===== config.mk =====
export PLATFORM = sky130hd
export DESIGN_NAME = alu_arbiter
export DESIGN_NICKNAME = d
export VERILOG_FILES = /design/src/rtl/alu_pkg.sv /design/src/rtl/alu4_core.sv /design/src/rtl/alu_arbiter.sv
export SDC_FILE = /design/constraint.sdc
export NUM_CORES = 1
export LEC_CHECK = 0
export CAP_MARGIN = 10
export CORE_MARGIN = 2
export CORE_UTILIZATION = 45
export DETAILED_ROUTE_END_ITERATION = 8
export PLACE_DENSITY = 0.78
export SLEW_MARGIN = 5
export SYNTH_ARGS = -nofsm -noshare
export SYNTH_HDL_FRONTEND = slang
export SYNTH_HIERARCHICAL = 1
export SYNTH_SLANG_ARGS = --single-unit

===== constraint.sdc =====
create_clock -name clk -period 2.66 [get_ports clk]
set_input_delay 0.532 -clock clk [delete_from_list [all_inputs] [get_ports clk]]
set_output_delay 0.532 -clock clk [all_outputs]
set_load 0.02 [all_outputs]

===== src/rtl/alu_pkg.sv =====
// Shared types for the two-requester ALU arbiter: operation encoding and FSM states.
package alu_pkg;

    typedef enum logic [2:0] {
        OP_ADD = 3'b000,
        OP_SUB = 3'b001,
        OP_NOT = 3'b010,
        OP_AND = 3'b011,
        OP_OR  = 3'b100,
        OP_XOR = 3'b101,
        OP_SLT = 3'b110,
        OP_EQ  = 3'b111
    } alu_op_e;

    typedef enum logic [1:0] {
        IDLE = 2'b00,
        EXEC = 2'b01,
        HOLD = 2'b10
    } arb_state_e;

endpackage


===== src/rtl/alu4_core.sv =====
// Purely combinational ALU datapath: result, carry, zero and signed-overflow flags.
module alu4_core
    import alu_pkg::*;
#(
    parameter int WIDTH = 4
) (
    input  logic [2:0]       op_i,
    input  logic [WIDTH-1:0] x_i,
    input  logic [WIDTH-1:0] y_i,
    output logic [WIDTH-1:0] s_o,
    output logic             c_o,
    output logic             zero_o,
    output logic             ovf_o
);

    localparam int MSB = WIDTH - 1;

    logic [WIDTH:0]   sumFull;
    logic [WIDTH:0]   diffFull;
    logic             addOvf;
    logic             subOvf;
    logic             lessThan;
    logic             equal;
    logic [WIDTH-1:0] result;

    // Subtraction is x + ~y + 1 so the top bit is the "no borrow" carry.
    assign sumFull  = {1'b0, x_i} + {1'b0, y_i};
    assign diffFull = {1'b0, x_i} + {1'b0, ~y_i} + {{WIDTH{1'b0}}, 1'b1};
    assign addOvf   = (x_i[MSB] == y_i[MSB]) && (sumFull[MSB] != x_i[MSB]);
    assign subOvf   = (x_i[MSB] != y_i[MSB]) && (diffFull[MSB] != x_i[MSB]);
    assign lessThan = diffFull[MSB] ^ subOvf;
    assign equal    = (x_i == y_i);

    always_comb begin
        result = '0;
        c_o    = 1'b0;
        ovf_o  = 1'b0;
        case (alu_op_e'(op_i))
            OP_ADD: begin
                result = sumFull[WIDTH-1:0];
                c_o    = sumFull[WIDTH];
                ovf_o  = addOvf;
            end
            OP_SUB: begin
                result = diffFull[WIDTH-1:0];
                c_o    = diffFull[WIDTH];
                ovf_o  = subOvf;
            end
            OP_NOT:  result = ~x_i;
            OP_AND:  result = x_i & y_i;
            OP_OR:   result = x_i | y_i;
            OP_XOR:  result = x_i ^ y_i;
            OP_SLT:  result = {{(WIDTH-1){1'b0}}, lessThan};
            OP_EQ:   result = {{(WIDTH-1){1'b0}}, equal};
            default: result = '0;
        endcase
    end

    assign s_o    = result;
    assign zero_o = (result == '0);

endmodule


===== src/rtl/alu_arbiter.sv =====
// Round-robin arbiter sharing one ALU between two requesters, with a registered
// result channel held until the consumer takes it.
module alu_arbiter
    import alu_pkg::*;
#(
    parameter int WIDTH = 4
) (
    input  logic             clk,
    input  logic             rst_n,
    input  logic             req0_valid,
    output logic             req0_ready,
    input  logic [2:0]       req0_op,
    input  logic [WIDTH-1:0] req0_x,
    input  logic [WIDTH-1:0] req0_y,
    input  logic             req1_valid,
    output logic             req1_ready,
    input  logic [2:0]       req1_op,
    input  logic [WIDTH-1:0] req1_x,
    input  logic [WIDTH-1:0] req1_y,
    output logic             resp_valid,
    input  logic             resp_ready,
    output logic             resp_id,
    output logic [WIDTH-1:0] resp_s,
    output logic             resp_c,
    output logic             resp_zero,
    output logic             resp_ovf
);

    arb_state_e       state_q, state_d;
    logic             ptr_q, ptr_d;
    logic [2:0]       op_q, op_d;
    logic [WIDTH-1:0] x_q, x_d;
    logic [WIDTH-1:0] y_q, y_d;
    logic             id_q, id_d;
    logic             respValid_q, respValid_d;
    logic             respId_q, respId_d;
    logic [WIDTH-1:0] respS_q, respS_d;
    logic             respC_q, respC_d;
    logic             respZero_q, respZero_d;
    logic             respOvf_q, respOvf_d;

    logic             anyValid;
    logic             grantId;
    logic [WIDTH-1:0] coreS;
    logic             coreC;
    logic             coreZero;
    logic             coreOvf;

    alu4_core #(
        .WIDTH (WIDTH)
    ) u_core (
        .op_i   (op_q),
        .x_i    (x_q),
        .y_i    (y_q),
        .s_o    (coreS),
        .c_o    (coreC),
        .zero_o (coreZero),
        .ovf_o  (coreOvf)
    );

    // The pointer only breaks ties; a lone requester always wins.
    assign anyValid = req0_valid | req1_valid;
    assign grantId  = (req0_valid && req1_valid) ? ptr_q : req1_valid;

    always_comb begin
        state_d     = state_q;
        ptr_d       = ptr_q;
        op_d        = op_q;
        x_d         = x_q;
        y_d         = y_q;
        id_d        = id_q;
        respValid_d = respValid_q;
        respId_d    = respId_q;
        respS_d     = respS_q;
        respC_d     = respC_q;
        respZero_d  = respZero_q;
        respOvf_d   = respOvf_q;
        req0_ready  = 1'b0;
        req1_ready  = 1'b0;
        case (state_q)
            IDLE: begin
                if (anyValid && rst_n) begin
                    req0_ready = ~grantId;
                    req1_ready = grantId;
                    op_d       = grantId ? req1_op : req0_op;
                    x_d        = grantId ? req1_x  : req0_x;
                    y_d        = grantId ? req1_y  : req0_y;
                    id_d       = grantId;
                    state_d    = EXEC;
                end
            end
            EXEC: begin
                respS_d     = coreS;
                respC_d     = coreC;
                respZero_d  = coreZero;
                respOvf_d   = coreOvf;
                respId_d    = id_q;
                respValid_d = 1'b1;
                state_d     = HOLD;
            end
            HOLD: begin
                if (resp_ready) begin
                    respValid_d = 1'b0;
                    ptr_d       = ~id_q;
                    state_d     = IDLE;
                end
            end
            default: state_d = IDLE;
        endcase
    end

    always_ff @(posedge clk or negedge rst_n) begin
        if (!rst_n) begin
            state_q     <= IDLE;
            ptr_q       <= 1'b0;
            op_q        <= '0;
            x_q         <= '0;
            y_q         <= '0;
            id_q        <= 1'b0;
            respValid_q <= 1'b0;
            respId_q    <= 1'b0;
            respS_q     <= '0;
            respC_q     <= 1'b0;
            respZero_q  <= 1'b0;
            respOvf_q   <= 1'b0;
        end else begin
            state_q     <= state_d;
            ptr_q       <= ptr_d;
            op_q        <= op_d;
            x_q         <= x_d;
            y_q         <= y_d;
            id_q        <= id_d;
            respValid_q <= respValid_d;
            respId_q    <= respId_d;
            respS_q     <= respS_d;
            respC_q     <= respC_d;
            respZero_q  <= respZero_d;
            respOvf_q   <= respOvf_d;
        end
    end

    assign resp_valid = respValid_q;
    assign resp_id    = respId_q;
    assign resp_s     = respS_q;
    assign resp_c     = respC_q;
    assign resp_zero  = respZero_q;
    assign resp_ovf   = respOvf_q;

endmodule

==> reports/metrics.csv, run 1 <==
metric,value,unit
CTS tree,yes,
design area,2243,µm²
I/O pins,38,
DR vias,1439,
clock tree buffer depth,2,
"Top FF cell, synth",dfrtp_1,
CP Max Fanout,4,
clock-pin slew on the worst setup and hold paths,80,ps
initial DRC count,65,
Final min period,2557,ps
share of cells above drive strength 1,17.21,%
WP depth,13,
worst-skew pair later-pin latency,260,ps
Pleak,0.9751,nW
"Largest stage delay, worst path",450,ps
vias in the first global route,1363,
Synth Area per Inst,9.914,µm²
Avg WL per Cell,14.89,µm
Residual DRC,0,
register area share after synthesis,35.63,%
Worst Setup End Kind,register,
GP Congestion,0.9175,
most frequent cells in the layout,"35 x clkdlybuf4s50_1, 24 x dfrtp_1, 16 x buf_4",
worst reg-to-reg setup slack,100,ps
CTS Hold Bufs,0,
Tcrit/Tclk final,96.13,%
setup slack after layout,103.0,ps
Die Width,65.20,µm
WL final,3916,µm
largest delay contributor family on the critical path,adder cells,
Via density,5.471,
Tot GR Track Use,19.75,%
Worst Path Arrival,2710,ps
Layout Nets,258,
grt ovf,0,
die area,4251,µm²
Min Hold Slack,501.8,ps
largest net degree at the start of global routing,26,
VDD IR max,501.0,µV
syn_nets,212,
HP Class,reg2reg,
max-cap violations,0,
Setup crit start kind,register,
Clock Skews,3.475,ps
Placement Setup Slack,-157.7,ps
CORE AREA,3633,µm²
Final ANT Viol Nets,0,
filler instances,318,
WP data required,2810,ps
Cell Rows,22,
placed cell areas,2121,µm²
Most Frequent Cell on Critical Path,nor2_1,
unrepaired setup endpoints after global routing,true,
cts bufs inserted,3,
hpwl dp,2957,µm
crit path buf inv count,1,
Syn Inst Count,170,
Yosys Warn Count,6,
Register-to-Register Path Depth,13,
"EDFF count, synth",0,
"Slowest-stage cell, CP",fa_1,
area grow syn2layout,33.11,%
Final Hold Viols,0,
Synth Cell Area,1685,µm²
Ant. Diodes,0,
H-tree depth,1,
Post-synth ARST share,100.0,%
Hold Path Depth,1,
# setup viols final,0,
synthesis-stage register bit count,24,
"commonest non-fill, non-tap cell in the layout",clkdlybuf4s50_1,
PwrDens,1182,nW/µm²
clock sink total,24,
critical path type,reg2reg,
crit-path cells,inv_2 -> ha_4 -> nor2_1 -> nor2_1 -> nor2_1 -> nor2_1 -> fa_1 -> nor2b_1 -> o21ai_1 -> a32oi_1 -> a21oi_2 -> nor4_2 -> mux2_2,
Netlist cell types,39,
status,"complete, no violations",
first-pass GRT wire length,6548,µm
final slew viol count,0,
I/O Buffers,37,
Max Clk Rate,391.1,MHz
Worst slew margin,48.27,%
clk root buf,clkbuf_8,
initial antenna violation count,0,
total iterations of the first detailed-routing run,4,
die height,65.20,µm
Starting Density,46.38,%
Worst Tran Pin Value,774.3,ps
power by group:
part	leakage (nW)	internal, mW	total [mW]	switching [mW]
Clock	0.0357	0.201	0.311	0.110
Sequential	0.283	0.517	0.705	0.187
Combinational	0.656	0.848	1.64	0.788
Total	0.975	1.57	2.65	1.09
repair_timing:
action	in CTS	in global routing
setup endpoints to repair	2	1
endpoints found under the hold margin	0	0
setup buffers	0	5
cloned	0	0
resized for setup	2	4
pin swaps	0	4
logic make-up after synthesis:
| group | count (synthesis) | share of synthesized area [%] |
|---|---|---|
| AO/OA/AOI/OAI | 51 | 22.64 |
| XOR/XNOR | 5 | 2.598 |
| adder cells (fa/ha/maj) | 15 | 12.47 |
| buffers and inverters | 24 | 7.275 |
| flip-flops | 24 | 35.63 |
| multiplexers | 8 | 5.345 |
| AND/OR/NAND/NOR | 43 | 14.03 |
synthesized netlist by cell type (2+ instances only):
cell       count  share of area [%]
xnor2_1        4                2.1
nand4b_1       2                1.0
dfrtp_1       24                 36
nor3b_1        2               0.89
inv_1         12                2.7
buf_6          3                2.0
a31oi_1        2               0.74
buf_4          2               0.89
nor2b_1        5                1.9
a21o_1         2               0.89
o21ai_0        8                2.4
a32oi_1        3                1.6
buf_2          2               0.59
nand2_1        8                1.8
clkbuf_1       5                1.1
fa_1           3                3.6
o32ai_1       11                5.7
mux2_2         8                5.3
a2bb2oi_1     11                5.7
ha_1          12                8.9
a21oi_1        8                2.4
nor2_1        13                2.9
nor3_1         4                1.2
worst reg2reg max path, stage by stage, from the launching register on:
cell,delay (ps)
dfrtp_1,420
inv_2,80
ha_4,270
nor2_1,30
nor2_1,110
nor2_1,60
nor2_1,140
fa_1,450
nor2b_1,150
o21ai_1,160
a32oi_1,80
a21oi_2,180
nor4_2,60
mux2_2,270
area by class of cell:
cell class	count	area [µm²]	share of cell area (%)
flip-flops and latches	24	600.6	26.77
clock buffers	3	41.29	1.840
repair buffers	53	488.0	21.75
multi-input cells	122	978.4	43.61
clock inverters	1	30.03	1.339
well taps	48	60.06	2.677
inverters	12	45.04	2.008
sequential cells by signal, indices dropped and copies added, names as in the netlist:
register    flops
id_q            1
op_q            3
ptr_q           1
resp_c          1
resp_id         1
resp_ovf        1
resp_s          4
resp_valid      1
resp_zero       1
state_q         2
x_q             4
y_q             4
path summary, 6_finish.rpt:
kind | from | end
min | id_q | ptr_q
min reg2reg | id_q | ptr_q
min in group asynchronous | rst_n | resp_s[2]
max reg2reg | x_q[1] | resp_zero
max | x_q[1] | resp_zero
max in group asynchronous | rst_n | y_q[3]
through the flow:
stage	cells	utilization (%)	setup TNS [ps]	power [mW]
after floorplan	170	-	0	1.781
after global placement	254	58.37	-331.1	2.168
after detailed placement	254	58.37	-278.4	2.229
after CTS	258	60.26	0	2.543
after global routing	263	61.74	-43.70	2.886
final	263	61.74	0	2.651
layer usage:
metal	part of all wire, %	track usage, %	wire length [µm]	vias to the layer above
li1	-	-	-	710
met1	47	26.78	1822	706
met2	51	35.08	2011	23
met3	2.1	2.055	83	0
met4	0	2.344	0	0
met5	0	0	0	-
No activity file was read; power rests on OpenSTA's default activity.
==> run 2: changes to the inputs <==
--- a/config.mk
+++ b/config.mk
@@ -7,9 +7,9 @@
 export LEC_CHECK = 0
 export CAP_MARGIN = 10
 export CORE_MARGIN = 2
-export CORE_UTILIZATION = 45
+export CORE_UTILIZATION = 40
 export DETAILED_ROUTE_END_ITERATION = 8
-export PLACE_DENSITY = 0.78
+export PLACE_DENSITY = 0.68
 export SLEW_MARGIN = 5
 export SYNTH_ARGS = -nofsm -noshare
 export SYNTH_HDL_FRONTEND = slang
==> constraint.sdc (replaced) <==
create_clock -name clk -period 3.1 [get_ports clk]
set_input_delay 0.62 -clock clk [delete_from_list [all_inputs] [get_ports clk]]
set_output_delay 0.62 -clock clk [all_outputs]
set_load 0.02 [all_outputs]
==> run 2 against run 1 <==
- first-iteration DRC count is 18% higher
- sequential power is 10% lower
- clock-buffer cell count is 1 higher
- hold slack better by 11 ps
- worst setup slack better by 14 ps
- wire length is 0.59% higher
- register-to-register slack better by 140 ps
- design area is 5.1% lower
- critical path type is now in2out
- critical endpoint is now req1_ready
- highest routed layer is now met4
==> reports/metrics.csv, run 2 (synthesis gave the netlist of run 1 again) <==
metric,value,unit,change
Max Clk Rate,335.3,MHz,
end-of-flow core utilization,52.83,%,-8.9 points
CTS Hold Bufs,0,,unchanged
initial DRC count,77,,+18%
Clock Skews,6.298,ps,+2.823 ps
share of cells above drive strength 1,11.33,%,-5.9 points
# setup viols final,0,,unchanged
Tot GR Track Use,19.05,%,-0.71 points
GP Congestion,0.8843,,-3.6%
Register-to-Register Path Depth,13,,unchanged
largest net degree at the start of global routing,26,,unchanged
most frequent cells in the layout,"37 x clkdlybuf4s50_1, 24 x dfrtp_1, 13 x nor2_1",,
WHS Endpoint,resp_zero,,
clock-pin slew on the worst setup and hold paths,80,ps,about the same
Avg WL per Cell,15.57,µm,+4.6%
Residual DRC,0,,unchanged
CTS tree,yes,,
setup total negative slack,0,ps,unchanged
Reg-to-Reg End,resp_zero,,
Worst Tran Pin Value,741.2,ps,-33.09 ps
DR vias,1427,,-0.83%
I/O pins,38,,unchanged
critical path type,in2out,,
total iterations of the first detailed-routing run,4,,unchanged
unrepaired setup endpoints after global routing,false,,
met2 wire len,1931,µm,-4.0%
WP data required,2480,ps,-330 ps
min-delay src,resp_zero,,
DR WL met3,156,µm,+88%
Tcrit/Tclk final,96.22,%,
Final Hold Viols,0,,unchanged
"commonest non-fill, non-tap cell in the layout",clkdlybuf4s50_1,,
max-cap violations,0,,unchanged
WL final,3939,µm,+0.59%
Hold Path Depth,1,,unchanged
Pleak,0.9060,nW,-7.1%
post-CTS resize count,0,,-2
die height,68.91,µm,+5.7%
Worst Path Arrival,2360,ps,-350 ps
Worst Setup End Kind,output pin,,
VDD IR max,383.7,µV,-23%
Starting Density,41.83,%,-4.6 points
clock sink total,24,,unchanged
status,"complete, no violations",,
Worst R2R Start,y_q[1],,
Setup crit start kind,primary input,,
CP Max Fanout,3,,-1
Via density,5.640,,+3.1%
Final ANT Viol Nets,0,,unchanged
HP Class,reg2reg,,
worst-skew pair later-pin latency,260,ps,about the same
die area,4749,µm²,+12%
Worst slew margin,50.48,%,+2.2 points
vias in the first global route,1446,,+6.1%
critical path launch point,rst_n,,
cts bufs inserted,3,,unchanged
clk root buf,clkbuf_8,,
Layout Nets,246,,-4.7%
post-CTS setup buffers,0,,unchanged
Most Frequent Cell on Critical Path,clkdlybuf4s50_1,,
Ant. Diodes,0,,unchanged
initial antenna violation count,0,,unchanged
first-pass GRT wire length,6831,µm,+4.3%
clock tree buffer depth,2,,unchanged
grt ovf,0,,unchanged
CORE AREA,4029,µm²,+11%
wl on met1,1841,µm,+1.0%
H-tree depth,1,,unchanged
"Slowest-stage cell, CP",clkdlybuf4s50_1,,
final slew viol count,0,,unchanged
worst reg-to-reg setup slack,240,ps,+140 ps
Die Width,68.91,µm,+5.7%
area grow syn2layout,26.28,%,
filler instances,385,,+21%
Cell Rows,23,,+4.5%
PwrDens,981.1,nW/µm²,-17%
crit-path cells,clkdlybuf4s50_1 -> or3b_4 -> nor3_1 -> clkdlybuf4s50_1,,
"Largest stage delay, worst path",620,ps,+170 ps
hpwl dp,3061,µm,+3.5%
max layer used,met4,,
I/O Buffers,37,,unchanged
Final min period,2983,ps,
## run 2: per-stage QoR
step	hold WS [ps]	power (mW)	worst slack (ps)	cell area [µm²]	std cells
6_report	512.8	2.088	117.2	2128	253
5_1_grt	534.5	2.276	20.50	2128	253
4_1_cts	517.6	2.094	68.15	2126	253
3_5_place_dp	497.2	1.881	85.19	2071	249
3_3_place_gp	488.5	1.830	126.7	2071	249
2_1_floorplan	324.4	1.528	605.7	1685	170
## run 2: worst max-delay path by stage
| stage | cells after the start | slack [ps] | end |
|---|---|---|---|
| 2_1_floorplan | 13 | 610 | resp_zero |
| 3_3_place_gp | 4 | 130 | req1_ready |
| 3_5_place_dp | 4 | 90 | req1_ready |
| 4_1_cts | 4 | 70 | req1_ready |
| 5_1_grt | 13 | 20 | resp_zero |
| 6_report | 4 | 120 | req1_ready |
## run 2: power by group
part           internal [mW]  switching (mW)
combinational          0.614           0.635
clock                  0.113          0.0937
sequential             0.443           0.189
total                   1.17           0.917
## run 2: cell type report
class / instances / area [µm²] / area share, %
inverter: 12 / 45.04 / 2.116
sequential: 24 / 600.6 / 28.22
clock buffer: 4 / 55.05 / 2.587
timing repair buffer: 41 / 400.4 / 18.81
tap: 50 / 62.56 / 2.939
multi-input combinational: 122 / 964.7 / 45.33
## run 2: worst max-delay path, delay by kind of cell
kind	cells	cell delay, ps
buf+inv	2	1130
simple gates	2	600
## run 2: metal layers
layer,vias up,track usage (%)
li1,689,-
met1,698,27.20
met2,38,31.61
met3,2,1.623
met4,0,3.922
met5,-,0
==> run 3: changes to the inputs <==
--- a/config.mk
+++ b/config.mk
@@ -8,6 +8,7 @@
 export CAP_MARGIN = 10
 export CORE_MARGIN = 2
 export CORE_UTILIZATION = 40
+export CTS_BUF_LIST = sky130_fd_sc_hd__clkbuf_8
 export DETAILED_ROUTE_END_ITERATION = 8
 export PLACE_DENSITY = 0.68
 export SLEW_MARGIN = 5
==> results of run 3 <==
The final DEF is identical to that of run 2; final timing and power are the same.
